`config.mk`:
```
export PLATFORM = sky130hd
export DESIGN_NAME = mc_control_fsm
export DESIGN_NICKNAME = d
export VERILOG_FILES = /design/src/rtl/mc_control_fsm_pkg.sv /design/src/rtl/mc_control_fsm_md.sv /design/src/rtl/mc_control_fsm.sv
export SDC_FILE = /design/constraint.sdc
export NUM_CORES = 1
export LEC_CHECK = 0
export ABC_AREA = 1
export CAP_MARGIN = 40
export CORE_ASPECT_RATIO = 1.2
export CORE_UTILIZATION = 35
export DETAILED_ROUTE_END_ITERATION = 8
export PLACE_DENSITY = 0.7
export SLEW_MARGIN = 20
export SYNTH_ARGS = -nofsm -noshare
export SYNTH_HDL_FRONTEND = slang
export SYNTH_SLANG_ARGS = --single-unit
```
`constraint.sdc`:
```
create_clock -name clk -period 6.1 [get_ports clk]
set_input_delay 1.22 -clock clk [delete_from_list [all_inputs] [get_ports clk]]
set_output_delay 1.22 -clock clk [all_outputs]
set_load 0.005 [all_outputs]
```
`src/rtl/mc_control_fsm_pkg.sv`:
```
// Shared encodings for the multicycle MIPS control FSM: states, opcodes, ALU codes,
// exception codes, datapath mux selects and the instruction-class decoder.
package mc_control_fsm_pkg;

  typedef enum logic [3:0] {
    S_RESET    = 4'd0,
    S_FETCH    = 4'd1,
    S_DECODE   = 4'd2,
    S_EXEC     = 4'd3,
    S_MD_WAIT  = 4'd4,
    S_MEM      = 4'd5,
    S_WB       = 4'd6,
    S_EXC_SAVE = 4'd7,
    S_EXC_LOAD = 4'd8,
    S_EXC_JUMP = 4'd9
  } state_t;

  typedef enum logic [2:0] {
    EXC_NONE = 3'b000,
    EXC_OVF  = 3'b001,
    EXC_DZ   = 3'b010,
    EXC_MDTO = 3'b011,
    EXC_OPC  = 3'b100
  } exc_t;

  typedef enum logic [3:0] {
    IC_RALU, IC_ADDI, IC_LW, IC_SW, IC_BRANCH, IC_JUMP, IC_JAL, IC_JR,
    IC_MULT, IC_DIV, IC_MFHI, IC_MFLO, IC_INVALID
  } iclass_t;

  localparam logic [5:0] OP_RTYPE = 6'h00;
  localparam logic [5:0] OP_J     = 6'h02;
  localparam logic [5:0] OP_JAL   = 6'h03;
  localparam logic [5:0] OP_BEQ   = 6'h04;
  localparam logic [5:0] OP_BNE   = 6'h05;
  localparam logic [5:0] OP_ADDI  = 6'h08;
  localparam logic [5:0] OP_LW    = 6'h23;
  localparam logic [5:0] OP_SW    = 6'h2B;

  localparam logic [5:0] FN_JR    = 6'h08;
  localparam logic [5:0] FN_MFHI  = 6'h10;
  localparam logic [5:0] FN_MFLO  = 6'h12;
  localparam logic [5:0] FN_MULT  = 6'h18;
  localparam logic [5:0] FN_DIV   = 6'h1A;
  localparam logic [5:0] FN_ADD   = 6'h20;
  localparam logic [5:0] FN_SUB   = 6'h22;
  localparam logic [5:0] FN_AND   = 6'h24;
  localparam logic [5:0] FN_OR    = 6'h25;
  localparam logic [5:0] FN_SLT   = 6'h2A;

  localparam logic [3:0] ALU_ADD   = 4'd0;
  localparam logic [3:0] ALU_SUB   = 4'd1;
  localparam logic [3:0] ALU_FUNCT = 4'd2;
  localparam logic [3:0] ALU_CMP   = 4'd3;

  localparam logic [1:0] PCSRC_ALU    = 2'b00;
  localparam logic [1:0] PCSRC_ALUOUT = 2'b01;
  localparam logic [1:0] PCSRC_JUMP   = 2'b10;
  localparam logic [1:0] PCSRC_MDR    = 2'b11;

  localparam logic [1:0] IORD_PC     = 2'b00;
  localparam logic [1:0] IORD_ALUOUT = 2'b01;
  localparam logic [1:0] IORD_VEC    = 2'b10;

  localparam logic [1:0] REGDST_RT = 2'b00;
  localparam logic [1:0] REGDST_RD = 2'b01;
  localparam logic [1:0] REGDST_RA = 2'b11;

  localparam logic [1:0] SRCB_B      = 2'b00;
  localparam logic [1:0] SRCB_4      = 2'b01;
  localparam logic [1:0] SRCB_IMM    = 2'b10;
  localparam logic [1:0] SRCB_IMM_SH = 2'b11;

  localparam logic [2:0] WB_ALUOUT = 3'b000;
  localparam logic [2:0] WB_MDR    = 3'b001;
  localparam logic [2:0] WB_HI     = 3'b010;
  localparam logic [2:0] WB_LO     = 3'b011;
  localparam logic [2:0] WB_PC     = 3'b100;

  function automatic iclass_t decode_class(input logic [5:0] op, input logic [5:0] fn);
    iclass_t ic;
    ic = IC_INVALID;
    case (op)
      OP_RTYPE: begin
        case (fn)
          FN_ADD, FN_SUB, FN_AND, FN_OR, FN_SLT: ic = IC_RALU;
          FN_JR:   ic = IC_JR;
          FN_MULT: ic = IC_MULT;
          FN_DIV:  ic = IC_DIV;
          FN_MFHI: ic = IC_MFHI;
          FN_MFLO: ic = IC_MFLO;
          default: ic = IC_INVALID;
        endcase
      end
      OP_J:           ic = IC_JUMP;
      OP_JAL:         ic = IC_JAL;
      OP_BEQ, OP_BNE: ic = IC_BRANCH;
      OP_ADDI:        ic = IC_ADDI;
      OP_LW:          ic = IC_LW;
      OP_SW:          ic = IC_SW;
      default:        ic = IC_INVALID;
    endcase
    return ic;
  endfunction

  // Only signed-arithmetic instructions may raise overflow; logic ops and SLT never do.
  function automatic logic is_arith(input logic [5:0] op, input logic [5:0] fn);
    return (op == OP_ADDI) || ((op == OP_RTYPE) && ((fn == FN_ADD) || (fn == FN_SUB)));
  endfunction

endpackage

```
`src/rtl/mc_control_fsm_md.sv`:
```
// MULT/DIV watchdog: counts cycles spent waiting for a multiply/divide result and
// flags the last permitted cycle.
module md_watchdog #(
  parameter int MD_TIMEOUT = 40,
  parameter int EN_MDTO    = 1
) (
  input  logic clk,
  input  logic reset_n,
  input  logic clear,
  input  logic enable,
  output logic timeout
);

  localparam int CNT_W = (MD_TIMEOUT > 2) ? $clog2(MD_TIMEOUT) : 1;
  localparam logic [CNT_W-1:0] LIMIT = CNT_W'(MD_TIMEOUT - 1);

  logic [CNT_W-1:0] cnt;

  // Saturates at LIMIT so a disabled watchdog never wraps into a false match.
  always_ff @(posedge clk or negedge reset_n) begin
    if (!reset_n) begin
      cnt <= '0;
    end else if (clear) begin
      cnt <= '0;
    end else if (enable && (cnt != LIMIT)) begin
      cnt <= cnt + 1'b1;
    end
  end

  assign timeout = (EN_MDTO != 0) && enable && (cnt == LIMIT);

endmodule

```
`src/rtl/mc_control_fsm.sv`:
```
// Multicycle MIPS control FSM: sequences fetch/decode/execute with memory wait-states,
// MULT/DIV completion wait and precise exceptions vectored through memory.
module mc_control_fsm
  import mc_control_fsm_pkg::*;
#(
  parameter int DATA_W     = 32,
  parameter int MD_TIMEOUT = 40,
  parameter int EN_MDTO    = 1,
  parameter int VEC_OPC    = 255,
  parameter int VEC_DZ     = 254,
  parameter int VEC_OVF    = 253,
  parameter int VEC_MDTO   = 252
) (
  input  logic              clk,
  input  logic              reset_n,
  input  logic [5:0]        opcode,
  input  logic [5:0]        funct,
  input  logic              alu_zero,
  input  logic              alu_overflow,
  input  logic              divisor_zero,
  input  logic              mult_done,
  input  logic              div_done,
  input  logic              mem_ready,
  output logic              pc_write,
  output logic [1:0]        pc_src,
  output logic [1:0]        iord,
  output logic              mem_read,
  output logic              mem_write,
  output logic              ir_write,
  output logic              reg_write,
  output logic [1:0]        reg_dst,
  output logic              alu_src_a,
  output logic [1:0]        alu_src_b,
  output logic [3:0]        alu_op,
  output logic [2:0]        wb_src,
  output logic              mult_start,
  output logic              div_start,
  output logic              hi_write,
  output logic              lo_write,
  output logic              epc_write,
  output logic [2:0]        exc_code,
  output logic [DATA_W-1:0] exc_vector
);

  state_t  state, next_state;
  exc_t    exc_q, exc_d;
  iclass_t iclass;
  logic    ovf_latch;
  logic    md_done, md_timeout, wd_clear, wd_enable;

  assign iclass    = decode_class(opcode, funct);
  assign md_done   = (iclass == IC_MULT) ? mult_done : div_done;
  assign wd_enable = (state == S_MD_WAIT);
  assign wd_clear  = (state != S_MD_WAIT) || (next_state != S_MD_WAIT);

  md_watchdog #(
    .MD_TIMEOUT (MD_TIMEOUT),
    .EN_MDTO    (EN_MDTO)
  ) u_md_watchdog (
    .clk     (clk),
    .reset_n (reset_n),
    .clear   (wd_clear),
    .enable  (wd_enable),
    .timeout (md_timeout)
  );

  always_ff @(posedge clk or negedge reset_n) begin
    if (!reset_n) begin
      state <= S_RESET;
    end else begin
      state <= next_state;
    end
  end

  // exc_code is captured on the transition into EXC_SAVE and held until the next one.
  always_ff @(posedge clk or negedge reset_n) begin
    if (!reset_n) begin
      exc_q     <= EXC_NONE;
      ovf_latch <= 1'b0;
    end else begin
      if (next_state == S_EXC_SAVE) begin
        exc_q <= exc_d;
      end
      if ((state == S_EXEC) && ((iclass == IC_RALU) || (iclass == IC_ADDI))) begin
        ovf_latch <= alu_overflow && is_arith(opcode, funct);
      end else if (state == S_EXC_JUMP) begin
        ovf_latch <= 1'b0;
      end
    end
  end

  assign exc_code = exc_q;

  always_comb begin
    case (exc_q)
      EXC_OVF:  exc_vector = DATA_W'(VEC_OVF);
      EXC_DZ:   exc_vector = DATA_W'(VEC_DZ);
      EXC_MDTO: exc_vector = DATA_W'(VEC_MDTO);
      EXC_OPC:  exc_vector = DATA_W'(VEC_OPC);
      default:  exc_vector = '0;
    endcase
  end

  always_comb begin
    next_state = state;
    exc_d      = exc_q;
    pc_write   = 1'b0;
    pc_src     = PCSRC_ALU;
    iord       = IORD_PC;
    mem_read   = 1'b0;
    mem_write  = 1'b0;
    ir_write   = 1'b0;
    reg_write  = 1'b0;
    reg_dst    = REGDST_RT;
    alu_src_a  = 1'b0;
    alu_src_b  = SRCB_B;
    alu_op     = ALU_ADD;
    wb_src     = WB_ALUOUT;
    mult_start = 1'b0;
    div_start  = 1'b0;
    hi_write   = 1'b0;
    lo_write   = 1'b0;
    epc_write  = 1'b0;
    case (state)
      S_RESET: next_state = S_FETCH;
      S_FETCH: begin
        mem_read  = 1'b1;
        alu_src_b = SRCB_4;
        if (mem_ready) begin
          ir_write   = 1'b1;
          pc_write   = 1'b1;
          next_state = S_DECODE;
        end
      end
      S_DECODE: begin
        alu_src_b = SRCB_IMM_SH;
        if (iclass == IC_INVALID) begin
          next_state = S_EXC_SAVE;
          exc_d      = EXC_OPC;
        end else begin
          next_state = S_EXEC;
        end
      end
      S_EXEC: begin
        next_state = S_FETCH;
        case (iclass)
          IC_RALU: begin
            alu_src_a  = 1'b1;
            alu_op     = ALU_FUNCT;
            next_state = S_WB;
          end
          IC_ADDI: begin
            alu_src_a  = 1'b1;
            alu_src_b  = SRCB_IMM;
            next_state = S_WB;
          end
          IC_LW, IC_SW: begin
            alu_src_a  = 1'b1;
            alu_src_b  = SRCB_IMM;
            next_state = S_MEM;
          end
          IC_BRANCH: begin
            alu_src_a = 1'b1;
            alu_op    = ALU_SUB;
            pc_src    = PCSRC_ALUOUT;
            pc_write  = (alu_zero == (opcode == OP_BEQ));
          end
          IC_JUMP: begin
            pc_write = 1'b1;
            pc_src   = PCSRC_JUMP;
          end
          IC_JAL: begin
            pc_write  = 1'b1;
            pc_src    = PCSRC_JUMP;
            reg_write = 1'b1;
            reg_dst   = REGDST_RA;
            wb_src    = WB_PC;
          end
          IC_JR: begin
            pc_write  = 1'b1;
            alu_src_a = 1'b1;
          end
          IC_MULT: begin
            mult_start = 1'b1;
            next_state = S_MD_WAIT;
          end
          IC_DIV: begin
            // A zero divisor is trapped before the divider is ever started.
            if (divisor_zero) begin
              next_state = S_EXC_SAVE;
              exc_d      = EXC_DZ;
            end else begin
              div_start  = 1'b1;
              next_state = S_MD_WAIT;
            end
          end
          IC_MFHI, IC_MFLO: begin
            reg_write = 1'b1;
            reg_dst   = REGDST_RD;
            wb_src    = (iclass == IC_MFHI) ? WB_HI : WB_LO;
          end
          default: next_state = S_FETCH;
        endcase
      end
      S_MD_WAIT: begin
        if (md_done) begin
          hi_write   = 1'b1;
          lo_write   = 1'b1;
          next_state = S_FETCH;
        end else if (md_timeout) begin
          next_state = S_EXC_SAVE;
          exc_d      = EXC_MDTO;
        end
      end
      S_MEM: begin
        iord = IORD_ALUOUT;
        if (iclass == IC_SW) begin
          mem_write = 1'b1;
          if (mem_ready) next_state = S_FETCH;
        end else begin
          mem_read = 1'b1;
          if (mem_ready) next_state = S_WB;
        end
      end
      S_WB: begin
        reg_dst = (iclass == IC_RALU) ? REGDST_RD : REGDST_RT;
        wb_src  = (iclass == IC_LW) ? WB_MDR : WB_ALUOUT;
        if (ovf_latch) begin
          next_state = S_EXC_SAVE;
          exc_d      = EXC_OVF;
        end else begin
          reg_write  = 1'b1;
          next_state = S_FETCH;
        end
      end
      S_EXC_SAVE: begin
        alu_src_b  = SRCB_4;
        alu_op     = ALU_SUB;
        epc_write  = 1'b1;
        next_state = S_EXC_LOAD;
      end
      S_EXC_LOAD: begin
        iord     = IORD_VEC;
        mem_read = 1'b1;
        if (mem_ready) next_state = S_EXC_JUMP;
      end
      S_EXC_JUMP: begin
        pc_write   = 1'b1;
        pc_src     = PCSRC_MDR;
        next_state = S_FETCH;
      end
      default: next_state = S_RESET;
    endcase
  end

endmodule
```
==> impl_metrics.csv <==
group,metric,value,unit
critical_path,cp-end-kind,"primary output",
route,drc,0,
yosys,yosys_warnings,0,
power,power.leakage,1.12,nW
flow_run,drv_cap,0,
layout,final_util,46.6,%
yosys,seq_area_frac_synth,19.8,%
yosys,ys_types,33,
timing,timing.final.ws_setup,1.19,ns
timing,tightest_slew,0.652,ns
placement,hpwl,3680,microns
route,vias_per_cell,4.63,
power,power.density,277,mW/mm^2
critical_path,cp.required,4.88,ns
route,antenna_left,0,
layout,nets,359,
layout,fin_area,0.00229,sq mm
placement,portBuffers,54,
floorplan,rows,28,
yosys,syn_avg_cell_area,6.17,sq um
clock_tree,cts.sink_count,14,
clock_tree,clockBufferDepth,2,
grt,antenna_found_initial,0,
placement,place.gp.congestion,0.929,
clock_tree,post_cts_resized,0,
placement,dp_slack,1.19,ns
critical_path,startpoint,"funct[2]",
timing,clock_skew,0.00613,ns
clock_tree,cts_buffers,3,
placement,dpl_cell_area,0.00223,sq mm
clock_tree,cts_setup_buffers,0,
grt,grt_max_degree,15,
timing,slew_headroom,56.4,%
floorplan,pin_count,81,
clock_tree,cts-root-buf,"clkbuf_8",
timing,whs,0.457,ns
grt,gr-usage-all-layers,17.3,%
floorplan,die_width,66.9,microns
floorplan,die_y,79.9,microns
route,vias,1840,
power,ir_drop,0.118,mV
critical_path,crit_fanout,7,
critical_path,endpoint,"reg_dst[0]",
grt,grt_overflow,0,
yosys,synth_seq_cells,14,
timing,post-route-period-util,80.5,%
grt,grt_pass1_wl,7160,microns
critical_path,timing.rr.end,"u_md_watchdog.cnt[0]",
clock_tree,cts_tree,"done",
min_path,hold_path.class,"reg -> reg",
clock_tree,clk_latency,0.25,ns
layout,layout-drive-gt1-share,10.4,%
floorplan,dieArea,0.00535,sq mm
yosys,netlist_instances,287,
timing,rsz0062_at_grt,"no",
timing,fin_tns_setup,0,ns
layout,synthToLayoutAreaGrowth,29.2,%
status,status,"complete, no violations",
clock_tree,cts_hold_buf,0,
timing,finalHoldViolations,0,
min_path,hold_depth,1,
grt,first_global_vias,1658,
yosys,synth_area,0.00177,sq mm
floorplan,coreArea,0.00490,sq mm
critical_path,reg2reg_from,"state[2]",
route,dr.pass1.iters,4,
route,initialDrtViolationCount,69,
route,wl_per_cell,11.0,microns
critical_path,start_kind,"input pin",
clock_tree,htreeDepth,1,
clock_tree,clk_pin_slew,0.06,ns
critical_path,crit_type,"in -> out",
timing,period_minus_slack,4.91,ns
timing,setup_viol,0,
critical_path,reg2reg_depth,9,
timing,max_freq,204,MHz
timing,drv_slew,0,
critical_path,reg2reg_slack,4.12,ns
floorplan,initial_core_util,36.1,%
layout,num_antenna_cells,0,
critical_path,cp.arrival,3.69,ns
route,wirelength,4360,microns
synthesized netlist by cell type (all sizes together):
cell	number	area [sq um]
nand2	58	240
nor2	52	234
inv	51	191
buf	33	248
nand3	26	158
dfrtp	14	350
o21ai	14	70.1
nand4	9	62.6
nor3	9	50.1
a21oi	7	57.6
xor2	3	26.3
o211ai	2	15.0
xnor2	2	17.5
a2111oi	1	8.76
clkinv	1	3.75
conb	1	3.75
ha	1	12.5
nand3b	1	7.51
nor4	1	6.26
o31ai	1	7.51
layout by cell type (no fill, tap or decap):
cell type,count
nor2_8,1
clkbuf_8,4
nand3_4,1
nor2_4,2
a21oi_4,1
inv_2,8
a21oi_2,3
a21oi_1,3
inv_1,43
nand2_4,1
nor2_1,46
nand3_2,3
a2111oi_0,1
nand4_1,8
nand3_1,22
o31ai_1,1
nor3_1,8
nand3b_1,1
ha_1,1
conb_1,26
nor4_1,1
clkdlybuf4s50_1,54
nand4_2,1
nor2_2,3
nor3_2,1
o21ai_1,5
o211ai_1,2
nand2_2,6
nand2_1,51
dfrtp_1,14
clkinv_1,1
o21ai_0,9
xnor2_1,2
xor2_1,3
logic make-up after synthesis:
family          Yosys count  share of synthesized area (%)
fa+ha+maj                 1                          0.707
xor+xnor                  5                           2.47
buf+inv                  85                           25.0
flops                    14                           19.8
simple gates            156                           42.8
compound gates           25                           8.98
other cells               1                          0.212
routing by layer:
layer	track usage, %	vias to the layer above	wire, microns
li1	-	945	-
met1	20.5	826	1720
met2	31.1	62	2300
met3	2.43	7	281
met4	5.53	0	56
met5	0	-	0
state kept, by name, indices dropped and copies added (netlist names):
signal             flops
ovf_latch              1
exc_code               3
state                  4
u_md_watchdog.cnt      6
critical path, stage by stage:
cell and delay [ns]:
clkdlybuf4s50_1 0.44, nor2_2 0.23, nand3_1 0.17, nand2_1 0.11
inv_2 0.05, nand3_2 0.05, nand2_2 0.07, a21oi_4 0.22
nand2_2 0.10, nor2_1 0.15, inv_1 0.09, nor2_2 0.11
nor2_1 0.08, o21ai_1 0.10, clkdlybuf4s50_1 0.52
metrics by stage:
step,power [W],instances
detailed placement,0.000544,393
finish,0.000634,397
global route,0.000695,397
global placement,0.000540,393
CTS,0.000638,397
floorplan,0.000384,312
cell type report:
cell class / count / area [sq um]
Tap cell: 60 / 75.1
Multi-Input combinational cell: 213 / 1070
Fill cell: 554 / 2620
Inverter: 52 / 195
Timing Repair Buffer: 54 / 541
Sequential cell: 14 / 350
Clock buffer: 4 / 55.1
power breakdown:
group          switching, W  internal (W)
logic              0.000191      0.000210
clock network     0.0000352     0.0000573
registers         0.0000231      0.000117
worst min path at each step:
stage                               from                   end  slack, ns
CTS                 u_md_watchdog.cnt[0]  u_md_watchdog.cnt[0]       0.46
floorplan           u_md_watchdog.cnt[0]  u_md_watchdog.cnt[0]       0.43
detailed placement  u_md_watchdog.cnt[0]  u_md_watchdog.cnt[0]       0.45
global placement    u_md_watchdog.cnt[0]  u_md_watchdog.cnt[0]       0.45
finish              u_md_watchdog.cnt[0]  u_md_watchdog.cnt[0]       0.46
global route        u_md_watchdog.cnt[0]  u_md_watchdog.cnt[0]       0.47
Note: power is estimated with default switching activity, not from simulation.
